`src/rtl/mandelbrot_px_recirc.sv`:
```
// Loop controller behind the fractal math stage: seeds the math input FIFO
// with one zero record per pixel, then recirculates math output records
// back into the input FIFO while mirroring each pixel value into the
// framebuffer at its raster address.
//
// Ports:
//   i_Clk, i_Rst_n            clock, synchronous active-low reset
//   i_Src_Data/i_Src_Empty    show-ahead head of math output FIFO
//   o_Src_Ack                 pop math output FIFO
//   o_Dst_Data/o_Dst_Wrreq    write port of math input FIFO
//   i_Dst_Full                math input FIFO full
//   o_Fb_We/Addr/Data         registered framebuffer write
//   o_Frame_Done              pulse with the last pixel write of a pass
//   o_Pass_Count              completed passes (wrapping)
//   o_Seeding                 high while seeding
module mandelbrot_px_recirc #(
    parameter int H_PIXELS = 800,
    parameter int V_PIXELS = 480,
    parameter int N_PIXELS = H_PIXELS * V_PIXELS
) (
    input  logic         i_Clk,
    input  logic         i_Rst_n,
    input  logic [103:0] i_Src_Data,
    input  logic         i_Src_Empty,
    output logic         o_Src_Ack,
    output logic [103:0] o_Dst_Data,
    input  logic         i_Dst_Full,
    output logic         o_Dst_Wrreq,
    output logic         o_Fb_We,
    output logic [18:0]  o_Fb_Addr,
    output logic [7:0]   o_Fb_Data,
    output logic         o_Frame_Done,
    output logic [15:0]  o_Pass_Count,
    output logic         o_Seeding
);

    localparam logic [18:0] LAST = 19'(N_PIXELS - 1);

    typedef enum logic {
        SEED,
        RUN
    } state_t;

    state_t      state_q;
    state_t      state_d;
    logic [18:0] seed_cnt_q;
    logic [18:0] seed_cnt_d;
    logic [18:0] pix_cnt_q;
    logic [18:0] pix_cnt_d;
    logic        move;

    always_comb begin
        state_d     = state_q;
        seed_cnt_d  = seed_cnt_q;
        pix_cnt_d   = pix_cnt_q;
        move        = 1'b0;
        o_Src_Ack   = 1'b0;
        o_Dst_Wrreq = 1'b0;
        o_Dst_Data  = '0;
        // Handshakes stay quiet while reset is asserted so neither FIFO
        // sees a stray pop or push on the reset edge.
        if (i_Rst_n) begin
            unique case (state_q)
                SEED: begin
                    o_Dst_Wrreq = ~i_Dst_Full;
                    if (!i_Dst_Full) begin
                        if (seed_cnt_q == LAST) begin
                            state_d    = RUN;
                            seed_cnt_d = '0;
                        end else begin
                            seed_cnt_d = seed_cnt_q + 19'd1;
                        end
                    end
                end
                RUN: begin
                    move        = ~i_Src_Empty & ~i_Dst_Full;
                    o_Src_Ack   = move;
                    o_Dst_Wrreq = move;
                    o_Dst_Data  = i_Src_Data;
                    if (move) begin
                        pix_cnt_d = (pix_cnt_q == LAST) ? '0
                                  : pix_cnt_q + 19'd1;
                    end
                end
                default: state_d = SEED;
            endcase
        end
    end

    always_ff @(posedge i_Clk) begin
        if (!i_Rst_n) begin
            state_q      <= SEED;
            seed_cnt_q   <= '0;
            pix_cnt_q    <= '0;
            o_Fb_We      <= 1'b0;
            o_Fb_Addr    <= '0;
            o_Fb_Data    <= '0;
            o_Frame_Done <= 1'b0;
            o_Pass_Count <= '0;
        end else begin
            state_q      <= state_d;
            seed_cnt_q   <= seed_cnt_d;
            pix_cnt_q    <= pix_cnt_d;
            o_Fb_We      <= move;
            o_Frame_Done <= move & (pix_cnt_q == LAST);
            if (move) begin
                o_Fb_Addr <= pix_cnt_q;
                o_Fb_Data <= i_Src_Data[103:96];
            end
            if (move && pix_cnt_q == LAST) begin
                o_Pass_Count <= o_Pass_Count + 16'd1;
            end
        end
    end

    assign o_Seeding = (state_q == SEED);

endmodule

```
`config.mk`:
```
export PLATFORM = sky130hd
export DESIGN_NAME = mandelbrot_px_recirc
export DESIGN_NICKNAME = d
export VERILOG_FILES = /design/src/rtl/mandelbrot_px_recirc.sv
export SDC_FILE = /design/constraint.sdc
export NUM_CORES = 1
export LEC_CHECK = 0
export ABC_AREA = 1
export CORE_UTILIZATION = 42
export DETAILED_ROUTE_END_ITERATION = 10
export GPL_TIMING_DRIVEN = 0
export PLACE_DENSITY = 0.95
export SLEW_MARGIN = 25
export SYNTH_ARGS = -nofsm -noshare
export SYNTH_HDL_FRONTEND = slang
export SYNTH_SLANG_ARGS = --single-unit
```
`constraint.sdc`:
```
create_clock -name i_Clk -period 2.61 [get_ports i_Clk]
set_input_delay 0.522 -clock i_Clk [delete_from_list [all_inputs] [get_ports i_Clk]]
set_output_delay 0.522 -clock i_Clk [all_outputs]
set_load 0.005 [all_outputs]
```
==> run_results.csv <==
group,metric,value,unit
outcome,status,"complete, no violations",
power,comb_power_share,9.8,%
sta,slew_headroom,55.1,%
worst_setup_path,critPathMaxFanout,9,
clock_network,cts_sinks,84,
run,drv_cap,0,
drt,drc,0,
cells_and_area,drive_gt1_share,3.33,%
drt,antenna_left,0,
placed_design,place.gp.congestion,0.885,
grt,met3_usage,5.63,%
power,leakagePower,3.28,nW
worst_setup_path,crit_top_cell,"clkdlybuf4s50_1",
clock_network,cts_setup_buffers,0,
worst_setup_path,cp_slowest_stage_delay,0.54,ns
worst_setup_path,path_buf_inv,3,
yosys,ys_warn_count,0,
worst_setup_path,crit_family,"buffers and inverters",
worst_setup_path,critPathKind,"input pin to output pin",
sta,fin_crit_sh,98.0,%
drt,drt_iter0_drc,538,
cells_and_area,final_cell_area,7700,um2
yosys,synthArstFlopShare,0,%
cells_and_area,final_nets,1159,
yosys,synthDistinctLibCells,32,
drt,vias,5765,
floorplan,start_util,43.1,%
power,power_frac_seq,50.7,%
grt,grt.overflow.total,0,
yosys,ys_seq_area_share,35.8,%
yosys,synth.top_cell.area_share,35.8,%
clock_network,h-tree-depth,3,
cells_and_area,antenna-diode-count,0,
grt,grt_pass1_wl,24800,um
grt,first_global_vias,5382,
drt,totalWireLength,15700,um
clock_network,cts_buffer_depth,2,
power,p_sw_share,21.1,%
clock_network,insertion_delay,0.36,ns
worst_setup_path,crit_chain,"clkdlybuf4s50_1 -> inv_1 -> nand2_2 -> nor2_8 -> clkdlybuf4s50_1",
floorplan,core,10900,um2
cells_and_area,syn_to_final_growth,63.9,%
floorplan,dieArea,11600,um2
sta,finalHoldViolCount,0,
grt,grt_busiest_layer,"met2",
sta,tightest_slew,0.674,ns
sta,setup_ws,0.0515,ns
drt,routed_via_density,4.84,
yosys,syn_area_per_cell,6.03,um2
yosys,yosys-top-cells-area,"dfxtp_1 (36%), nor2_1 (15%), inv_1 (12%)",
power,switching_power,0.535,mW
yosys,synth_ff_type,"dfxtp_1",
worst_setup_path,worst_path_max_delay_cell,"clkdlybuf4s50_1",
yosys,synth_edf_count,0,
floorplan,ios,260,
yosys,syn_area,4700,um2
worst_setup_path,start_kind,"input pin",
sta,fmax,0.391,GHz
power,p_per_area,329,nW/um2
grt,track_usage,27.2,%
yosys,ys_ff_latch,84,
sta,holdWs,0.472,ns
sta,maxSlewViolCount,0,
grt,antenna_found_initial,0,
floorplan,row_count,38,
worst_setup_path,crit_arrival,2.04,ns
floorplan,die_y,108,um
power,max-vdd-ir-drop,0.291,mV
worst_setup_path,cp-end-kind,"output pin",
drt,wl_per_cell,13.2,um
min_path,hold_class,"flip-flop to flip-flop",
grt,grtUsageMet2,53.0,%
yosys,yosysTopAreaCell,"dfxtp_1",
clock_network,clkTransAtPathRegs,0.08,ns
power,clkPwrFrac,39.6,%
power,internal-power,2.00,mW
yosys,syn_inst,779,
grt,grt_max_degree,20,
grt,use_met1,28.4,%
worst_setup_path,required,2.09,ns
clock_network,cts_tree,"yes",
floorplan,die_w,108,um
yosys,syn_nets,890,
placed_design,place_ws,-0.631,ns
sta,timing.setup.tns,0,ns
sta,skew,0.00752,ns
drt,drt_pass1_iterations,5,
placed_design,dpl.hpwl,12400,um
sta,finalSetupViolCount,0,
clock_network,numCtsBuffers,9,
sta,rsz0062_at_grt,"false",
placed_design,numPortBuffers,259,
clock_network,ctsRootBufferMaster,"clkbuf_8",
sta,fin_crit,2.56,ns
placed_design,post_dp_cell_area,7460,um2
==> logic make-up (layout without fill, tap and decap cells) <==
kind of cell | after synthesis | after routing | synth area share [%]
AND/OR/NAND/NOR | 417 | 417 | 36.5
buffers and inverters | 177 | 449 | 14.4
flip-flops | 84 | 84 | 35.8
AO/OA/AOI/OAI | 82 | 82 | 9.54
XOR/XNOR | 16 | 16 | 2.98
adder cells (fa/ha/maj) | 3 | 3 | 0.799
==> metal layers <==
layer / vias to the layer above / wire length (um) / share of wire [%]
met5: - / 0 / 0
li1: 2887 / - / -
met3: 30 / 1090 / 7.0
met1: 2598 / 5870 / 37
met2: 250 / 8400 / 54
met4: 0 / 327 / 2.1
==> cells in the final DEF, fill, tap and decap left out, drive strengths merged, types with 2 or more instances in the layout <==
cell type      Yosys  routed
xnor2              3       3
inv              152     152
o21ai             39      39
ha                 3       3
dfxtp             84      84
nor3               9       9
nand4             10      10
xor2              13      13
nor2             195     195
buf                9       8
nand3b             2       2
nand3             46      46
a21oi             37      37
clkbuf            16      28
bufinv             0       2
nand2            153     153
clkdlybuf4s50      0     258
==> cell type report <==
type                       count  area (um2)
sequential                    84        1680
buffer                        24         130
tap                          140         175
clock inverter                 2        60.1
inverter                     152         571
fill                         832        3190
multi-input combinational    518        2350
timing repair buffer         259        2590
clock buffer                  12         145
==> sequential cells by signal, indices dropped and copies added (netlist names) <==
signal        flops
o_Fb_Addr        19
o_Fb_Data         8
o_Fb_We           1
o_Frame_Done      1
o_Pass_Count     16
pix_cnt_q        19
seed_cnt_q       19
state_q           1
==> worst min-delay path, stage by stage (launching register included) <==
cell     delay (ns)
dfxtp_1        0.32
nand3_1        0.07
nand2_1        0.04
==> power by group through the flow <==
stage	clock network, mW	registers, mW	logic [mW]
after detailed placement	0	1.32	0.246
after global placement	0	1.32	0.240
after global routing	1.06	1.29	0.271
after floorplan	0	1.31	0.0636
after CTS	1.01	1.29	0.248
final	1.00	1.29	0.247
==> cells in the mapped netlist, types with 6 or more instances <==
cell,number
nand4_1,10
a21oi_1,31
nor2_1,193
o21ai_0,39
xor2_1,13
inv_1,151
nand2_1,150
dfxtp_1,84
nand3_1,45
a21oi_2,6
nor3_1,8
clkbuf_1,16
buf_1,6
==> final timing paths <==
path	from	endpoint	slack, ns	depth (start not counted)
worst max-delay path	i_Dst_Full	o_Src_Ack	0.05	5
worst min-delay path	o_Fb_Addr[1]$_SDFFE_PN0P_	o_Fb_Addr[1]$_SDFFE_PN0P_	0.47	2
worst max register to register	pix_cnt_q[0]$_SDFFE_PN0N_	o_Pass_Count[10]$_SDFFE_PN0P_	0.61	9
worst min register to register	o_Fb_Addr[1]$_SDFFE_PN0P_	o_Fb_Addr[1]$_SDFFE_PN0P_	0.47	2
==> repair_timing <==
| action | CTS | global route |
|---|---|---|
| setup endpoints to repair | 105 | 0 |
| resized for setup | 14 | 0 |
| hold buffers | 0 | 0 |
==> metrics by stage <==
stage / utilization [%] / power (mW) / cells
floorplan: - / 1.38 / 779
global placement: 68.6 / 1.55 / 1178
detailed placement: 68.6 / 1.56 / 1178
CTS: 70.7 / 2.54 / 1191
global route: 70.7 / 2.62 / 1191
finish: 70.7 / 2.54 / 1191
Note: power is estimated with default switching activity, not from simulation.
